$ cat src/rtl/dmem_arbiter.sv
// rtl/dmem_arbiter.sv - round-robin arbiter from two CPU line-miss ports onto one shared d_mem port
// Serialises line reads/writes, routes each response to its requester and flags hung d_mem accesses.
module dmem_arbiter #(
  parameter int ADDR_W  = 16,
  parameter int LINE_W  = 64,
  parameter int TIMEOUT = 255
) (
  input  logic              clk,
  input  logic              rst_n,
  input  logic [ADDR_W-1:0] cpu0_u_addr,
  input  logic              cpu0_u_re,
  input  logic              cpu0_u_we,
  input  logic [LINE_W-1:0] cpu0_d_line,
  output logic [LINE_W-1:0] cpu0_u_rd_data,
  output logic              cpu0_u_rdy,
  input  logic [ADDR_W-1:0] cpu1_u_addr,
  input  logic              cpu1_u_re,
  input  logic              cpu1_u_we,
  input  logic [LINE_W-1:0] cpu1_d_line,
  output logic [LINE_W-1:0] cpu1_u_rd_data,
  output logic              cpu1_u_rdy,
  output logic [ADDR_W-1:0] dmem_addr,
  output logic              dmem_re,
  output logic              dmem_we,
  output logic [LINE_W-1:0] dmem_wdata,
  input  logic [LINE_W-1:0] dmem_rd_data,
  input  logic              dmem_rdy,
  output logic [1:0]        owner,
  output logic              timeout_err
);

  // The timer never needs to count past TIMEOUT-1.
  localparam int TW = (TIMEOUT > 1) ? $clog2(TIMEOUT) : 1;
  localparam logic [TW-1:0] TLAST = TW'((TIMEOUT > 0) ? TIMEOUT - 1 : 0);

  typedef enum logic [1:0] {IDLE, BUSY, RESP} state_t;

  state_t            state_q;
  logic              last_q;
  logic [TW-1:0]     timer_q;
  logic [ADDR_W-1:0] addr_q;
  logic              re_q, we_q;
  logic [LINE_W-1:0] wdata_q;
  logic [1:0]        owner_q;
  logic [LINE_W-1:0] rd0_q, rd1_q;
  logic              rdy0_q, rdy1_q;
  logic              terr_q;

  logic              req0, req1, pick1_d, g_we, expire;
  logic [ADDR_W-1:0] g_addr;
  logic [LINE_W-1:0] g_line;

  always_comb begin
    req0    = cpu0_u_re | cpu0_u_we;
    req1    = cpu1_u_re | cpu1_u_we;
    // last_q=1 means CPU1 won the previous tie, so CPU0 takes the next one.
    pick1_d = req1 & (~req0 | ~last_q);
    g_addr  = pick1_d ? cpu1_u_addr : cpu0_u_addr;
    g_we    = pick1_d ? cpu1_u_we   : cpu0_u_we;
    g_line  = pick1_d ? cpu1_d_line : cpu0_d_line;
    expire  = (TIMEOUT != 0) && (timer_q == TLAST);
  end

  always_ff @(posedge clk or negedge rst_n) begin
    if (!rst_n) begin
      state_q <= IDLE;
      last_q  <= 1'b1;
      timer_q <= '0;
      addr_q  <= '0;
      re_q    <= 1'b0;
      we_q    <= 1'b0;
      wdata_q <= '0;
      owner_q <= 2'b00;
      rd0_q   <= '0;
      rd1_q   <= '0;
      rdy0_q  <= 1'b0;
      rdy1_q  <= 1'b0;
      terr_q  <= 1'b0;
    end else begin
      rdy0_q <= 1'b0;
      rdy1_q <= 1'b0;
      case (state_q)
        IDLE: begin
          if (req0 | req1) begin
            owner_q <= pick1_d ? 2'b10 : 2'b01;
            addr_q  <= g_addr;
            we_q    <= g_we;
            re_q    <= ~g_we;
            wdata_q <= g_line;
            timer_q <= '0;
            if (req0 & req1) last_q <= pick1_d;
            state_q <= BUSY;
          end
        end
        BUSY: begin
          // A response arriving on the expiry cycle still completes normally.
          if (dmem_rdy || expire) begin
            re_q    <= 1'b0;
            we_q    <= 1'b0;
            rdy0_q  <= owner_q[0];
            rdy1_q  <= owner_q[1];
            state_q <= RESP;
            if (!dmem_rdy) begin
              terr_q <= 1'b1;
            end else if (re_q) begin
              if (owner_q[1]) rd1_q <= dmem_rd_data;
              else            rd0_q <= dmem_rd_data;
            end
          end else begin
            timer_q <= timer_q + TW'(1);
          end
        end
        RESP: begin
          owner_q <= 2'b00;
          state_q <= IDLE;
        end
        default: state_q <= IDLE;
      endcase
    end
  end

  assign dmem_addr      = addr_q;
  assign dmem_re        = re_q;
  assign dmem_we        = we_q;
  assign dmem_wdata     = wdata_q;
  assign owner          = owner_q;
  assign cpu0_u_rd_data = rd0_q;
  assign cpu1_u_rd_data = rd1_q;
  assign cpu0_u_rdy     = rdy0_q;
  assign cpu1_u_rdy     = rdy1_q;
  assign timeout_err    = terr_q;

endmodule

$ cat config.mk
export PLATFORM = sky130hd
export DESIGN_NAME = dmem_arbiter
export DESIGN_NICKNAME = d
export VERILOG_FILES = /design/src/rtl/dmem_arbiter.sv
export SDC_FILE = /design/constraint.sdc
export NUM_CORES = 1
export LEC_CHECK = 0
export BUFFER_PORTS_ARGS = -buffer_cell sky130_fd_sc_hd__buf_2
export CAP_MARGIN = 10
export CORE_AREA = 2 2 172 174
export CTS_CLUSTER_DIAMETER = 120
export CTS_CLUSTER_SIZE = 25
export DETAILED_ROUTE_END_ITERATION = 16
export DIE_AREA = 0 0 174 176
export MAX_ROUTING_LAYER = met4
export PLACE_DENSITY = 0.64
export SETUP_SLACK_MARGIN = 0.1
export SYNTH_ARGS = -nofsm -noshare
export SYNTH_HDL_FRONTEND = slang
export SYNTH_SLANG_ARGS = --single-unit
$ cat constraint.sdc
create_clock -name clk -period 2.33 [get_ports clk]
set_clock_uncertainty 0.05 [all_clocks]
set_input_delay 0.233 -clock clk [delete_from_list [all_inputs] [get_ports clk]]
set_output_delay 0.233 -clock clk [all_outputs]
set_load 0.05 [all_outputs]
## Word-level counts from Yosys, hierarchy flattened

Cells that the tools add are included.

| operators by class | value |
|---|---|
| eq/ne operators | 6 |
| reductions and logical operators | 13 |
| bitwise logic cells | 11 |
| add/sub/neg operators | 1 |
| mux-type cells | 21 |

Operator list:

| operator | count |
|---|---|
| $mux W64 | 1 |
| $mux W16 | 1 |
| $mux W8 | 2 |
| $pmux W8 S2 | 1 |
| $reduce_and A3 Y1 | 4 |
| $reduce_and A5 Y1 | 2 |
| $add A8 B1 Y8 const B | 1 |
| $eq A8 B8 Y1 const B | 1 |
| $mux W1 | 8 |
| $mux W2 | 4 |
| $pmux W2 S2 | 2 |
| $ne A2 B2 Y1 const B | 3 |
| $reduce_and A2 Y1 | 3 |
| $not A1 Y1 | 5 |
| $or A1 B1 Y1 | 4 |
| $pmux W1 S2 | 2 |
| $reduce_bool A2 Y1 | 2 |
| $and A1 B1 Y1 | 2 |
| $eq A2 B1 Y1 const B | 1 |
| $eq A2 B2 Y1 const B | 1 |
| $logic_not A2 Y1 | 1 |
| $logic_or A1 B1 Y1 | 1 |

| word-level totals | value |
|---|---|
| input bits | 231 |
| logic and storage cells | 65 |
| register bits | 226 |

## Depth between registers and ports, before layout

| depth | value |
|---|---|
| depth in word-level cells | 8 |
| depth in mapped cells | 7 |

## Worst setup path after synthesis

Ideal clock, no wire load.

| path | value |
|---|---|
| path type | reg-to-reg |
| start point | register re_q (netlist: dmem_re) |
| end point | register rd0_q[53] (netlist: cpu0_u_rd_data[53]) |
| required time | 2.155 ns |
| path slack | 0.554 ns |
| cell stages (with the launch flop) | 5 |
| arrival time | 1.601 ns |
| library setup time | 0.125 ns |
| cell sequence | dfrtp_1 nand3_1 nor2_4 buf_4 mux2_2 |

| on the way | value |
|---|---|
| longest elaborated chain between the ends | 1 |

RTL lines:

| element | RTL line | text |
|---|---|---|
| start: declaration | 42 | `logic re_q, we_q;` |
| start signal: assignment | 88 | `re_q <= ~g_we;` |
| $reduce_and A5 Y1 (no line) | n/a |  |
| end signal: assignment | 107 | `else rd0_q <= dmem_rd_data;` |
| end: declaration | 45 | `logic [LINE_W-1:0] rd0_q, rd1_q;` |

No other way between the ends.
A chain may end at the register's enable or synchronous reset.

## Worst setup path after layout

| path | value |
|---|---|
| start point | register last_q |
| end point | register wdata_q[20] (netlist: dmem_wdata[20]) |

| on the way | value |
|---|---|
| longest elaborated chain between the ends | 4 |

RTL lines:

| element | RTL line | text |
|---|---|---|
| start: declaration | 39 | `logic last_q;` |
| start signal: assignment | 91 | `if (req0 & req1) last_q <= pick1_d;` |
| $not A1 Y1 | 57 | `pick1_d = req1 & (~req0 \| ~last_q);` |
| $or A1 B1 Y1 | 57 |  |
| $and A1 B1 Y1 | 57 |  |
| $mux W64 | 60 | `g_line = pick1_d ? cpu1_d_line : cpu0_d_line;` |
| end signal: assignment | 89 | `wdata_q <= g_line;` |
| end: declaration | 43 | `logic [LINE_W-1:0] wdata_q;` |

No other way between the ends.

==> results.sh <==
export IMPL_drive_gt1_share_pct=47.44
export IMPL_fin_nets=1500
export IMPL_p_int_w=0.01044
export IMPL_synth_fa_ha_area_share_pct=0.2754
export IMPL_drc=0
export IMPL_fill_cells=2472
export IMPL_stdcell_area_um2=14350
export IMPL_start_util_pct=31.83
export IMPL_num_vias=7879
export IMPL_syn_inst=619
export IMPL_ctsRootBufferMaster="clkbuf_16"
export IMPL_cts_path_max_buffers=3
export IMPL_synth_compound_area_share_pct=11.10
export IMPL_synthMuxAreaShare_pct=15.86
export IMPL_synth_simple_area_share_pct=7.643
export IMPL_drt_first_pass_iters=5
export IMPL_dieArea_um2=30620
export IMPL_ir_worst_vdd_mv=0.8154
export IMPL_seqPwrFrac_pct=31.0
export IMPL_crit_family="buffers and inverters"
export IMPL_synth_seq_cells=226
export IMPL_yosys_top_cells_area="dfrtp_1 62%, mux2_2 13%, a221o_1 8.8%"
export IMPL_synth_xor_area_share_pct=0.2892
export IMPL_p_sw_share_pct=52.09
export IMPL_end_kind="flip-flop"
export IMPL_dieHeight_um=176
export IMPL_portBuffers=445
export IMPL_comb_power_share_pct=58.2
export IMPL_track_usage_pct=19.58
export IMPL_cp_max_fo=21
export IMPL_grt_pass1_wl_um=46290
export IMPL_finalMaxSlewViolations=0
export IMPL_hp_class="input port to flip-flop"
export IMPL_die_x_um=174
export IMPL_relSlewSlack_pct=55.91
export IMPL_critPathLaunchType="flip-flop"
export IMPL_synth_fp_nets=852
export IMPL_tightest_slew_ps=661.4
export IMPL_cts_sinks=226
export IMPL_grt_pass1_vias=8132
export IMPL_crit_type="flip-flop to flip-flop"
export IMPL_synth_top_family_by_area="multiplexers"
export IMPL_yosys_area_top_type="dfrtp_1"
export IMPL_viasPerCell=4.764
export IMPL_coreArea_um2=28550
export IMPL_synth_area_um2=9086
export IMPL_p_per_area_nw_per_um2=1518
export IMPL_p_leak_nw=7.037
export IMPL_rows=62
export IMPL_status="completed"
export IMPL_pwr_share_clk_pct=10.8
export IMPL_critPathArrivalTime_ps=2480
export IMPL_timing_fmax_ghz=0.4613
export IMPL_cts_buffers=13
export IMPL_drt_iter0_drc=413
export IMPL_required_ps=2640
export IMPL_area_delta_synth_final_pct=57.97
export IMPL_dpl_hpwl_um=21050
export IMPL_cts_tree="yes"
export IMPL_clkLatencyLatePin_ps=470
export IMPL_rsz0062_at_grt="false"
export IMPL_final_common_cell="buf_2"
export IMPL_min_period_ps=2168
export IMPL_crit_buf_inv=2
export IMPL_placed_area_um2=11940
export IMPL_synthesis_yosys_warnings=0
export IMPL_fin_util_pct=50.28
export IMPL_overflow=0
export IMPL_syn_avg_cell_area_um2=14.68
export IMPL_path_cells="o21ai_1 -> and3b_2 -> buf_12 -> and2_0 -> a221o_1 -> dlygate4sd3_1"
export IMPL_async_reset_ff_share_pct=100.0
export IMPL_ys_seq_area_share_pct=62.26
export IMPL_ioPinCount=446
export IMPL_finalHoldViolations=0
export IMPL_grt_start_max_net_pins=82
export IMPL_place_gp_congestion=0.8680
export IMPL_htreeDepth=1
export IMPL_cpMaxStageDelayCell="dfstp_2"
export IMPL_total_power_w=0.02179
export IMPL_drtAntennaViolNets=0
export IMPL_synth_top_area_share_pct=61.97
export IMPL_ys_types=44
export IMPL_maxCapViolations=0
export IMPL_fin_setup_tns_ps=0
export IMPL_period_share_pct=93.03
export IMPL_wl_per_cell_um=18.64
export IMPL_clk_pin_slew_worst_paths_ps=100
export IMPL_routed_wl_um=30830
export IMPL_power_switching_w=0.01135
export IMPL_setup_viol=0
export IMPL_synth_edff_count=0
export IMPL_cp_slowest_stage_delay_ps=580
export IMPL_final_cell_mix="444 x buf_2, 225 x dfrtp_1, 198 x dlygate4sd3_1"
export IMPL_synth_ff_type="dfrtp_1"
export IMPL_grt_antenna_before_repair=1
export IMPL_cts_resized=0
[repair_timing]
item | in CTS | in global routing
buffers inserted | 0 | 2
hold endpoints to repair | 276 | 0
setup endpoints to repair | 0 | 3
hold buffers | 198 | 0
[area by class of cell]
class	instances	area (um^2)	area share, %
Multi-Input combinational cell	348	3212	22.38
Sequential cell	226	5657	39.41
Inverter	5	18.77	0.1308
Antenna cell	1	2.502	0.01743
Tap cell	384	480.5	3.347
Clock buffer	16	336.6	2.345
Clock inverter	1	30.03	0.2092
Timing Repair Buffer	673	4617	32.17
[cell families after synthesis]
logic type,Yosys count
buf+inv,45
fa+ha+maj,2
mux,128
flops,226
xor+xnor,3
compound gates,105
simple gates,110
[sequential cells by signal, summed over array words and instances, names as in the netlist]
register and flops:
timer_q 8, owner 2, state_q 2, last_q 1, dmem_we 1, cpu0_u_rdy 1, dmem_addr 16, cpu0_u_rd_data 64
timeout_err 1, dmem_wdata 64, cpu1_u_rd_data 64, dmem_re 1, cpu1_u_rdy 1
[tightest hold or removal path, delay by kind of cell]
| family | cells | cell delay [ps] |
|---|---|---|
| simple gates | 1 | 110 |
| compound gates | 1 | 110 |
| buf+inv | 1 | 70 |
[synth_stat cells, types with 2 or more instances]
library cell  instances
a21o_1                2
a221o_1              80
and2_0               80
and2_1                3
buf_2                22
buf_4                 8
clkbuf_1              9
dfrtp_1             225
ha_1                  2
inv_1                 5
mux2_1               27
mux2_2              101
nand2_1               4
nand3_1               6
nand4_1               2
nor2_1                4
o211ai_1              3
o21a_1                3
o21ai_0               3
o31ai_1               4
xnor2_1               3
[power groups by stage]
stage	combinational, W	sequential (W)	clock (W)
after floorplan	0.00282	0.0128	0
after global placement	0.0121	0.00674	0
after detailed placement	0.0122	0.00678	0
after CTS	0.0125	0.00671	0.00247
after global routing	0.0132	0.00696	0.00259
final	0.0127	0.00674	0.00235
[routing by layer]
metal / part of all wire (%) / track usage [%] / vias up
met4: 3.6 / 6.443 / 0
met2: 49 / 33.40 / 443
met1: 39 / 23.44 / 3800
met3: 7.8 / 3.747 / 55
met5: 0 / - / -
li1: - / - / 3581
[worst paths after layout]
| kind | from | to | slack (ps) | cells after the start |
|---|---|---|---|---|
| worst max-delay path | last_q | dmem_wdata[20] | 160 | 6 |
| worst min-delay path | cpu1_d_line[38] | dmem_wdata[38] | 30 | 3 |
| worst max register to register | last_q | dmem_wdata[20] | 160 | 6 |
| worst min register to register | timeout_err | timeout_err | 430 | 2 |
| max in group asynchronous | rst_n | dmem_wdata[22] | 1230 | 3 |
| min in group asynchronous | rst_n | cpu0_u_rd_data[62] | 280 | 2 |
[per-stage QoR]
step | hold WS, ps | std cells | setup WS (ps)
floorplan | -112.6 | 619 | 554.2
global placement | 219.9 | 1434 | 373.7
detailed placement | 219.2 | 1434 | 366.7
CTS | 0.5076 | 1649 | 119.2
global route | 24.72 | 1654 | 100.6
finish | 30.55 | 1654 | 162.3
(Power assumes the default switching activity.)
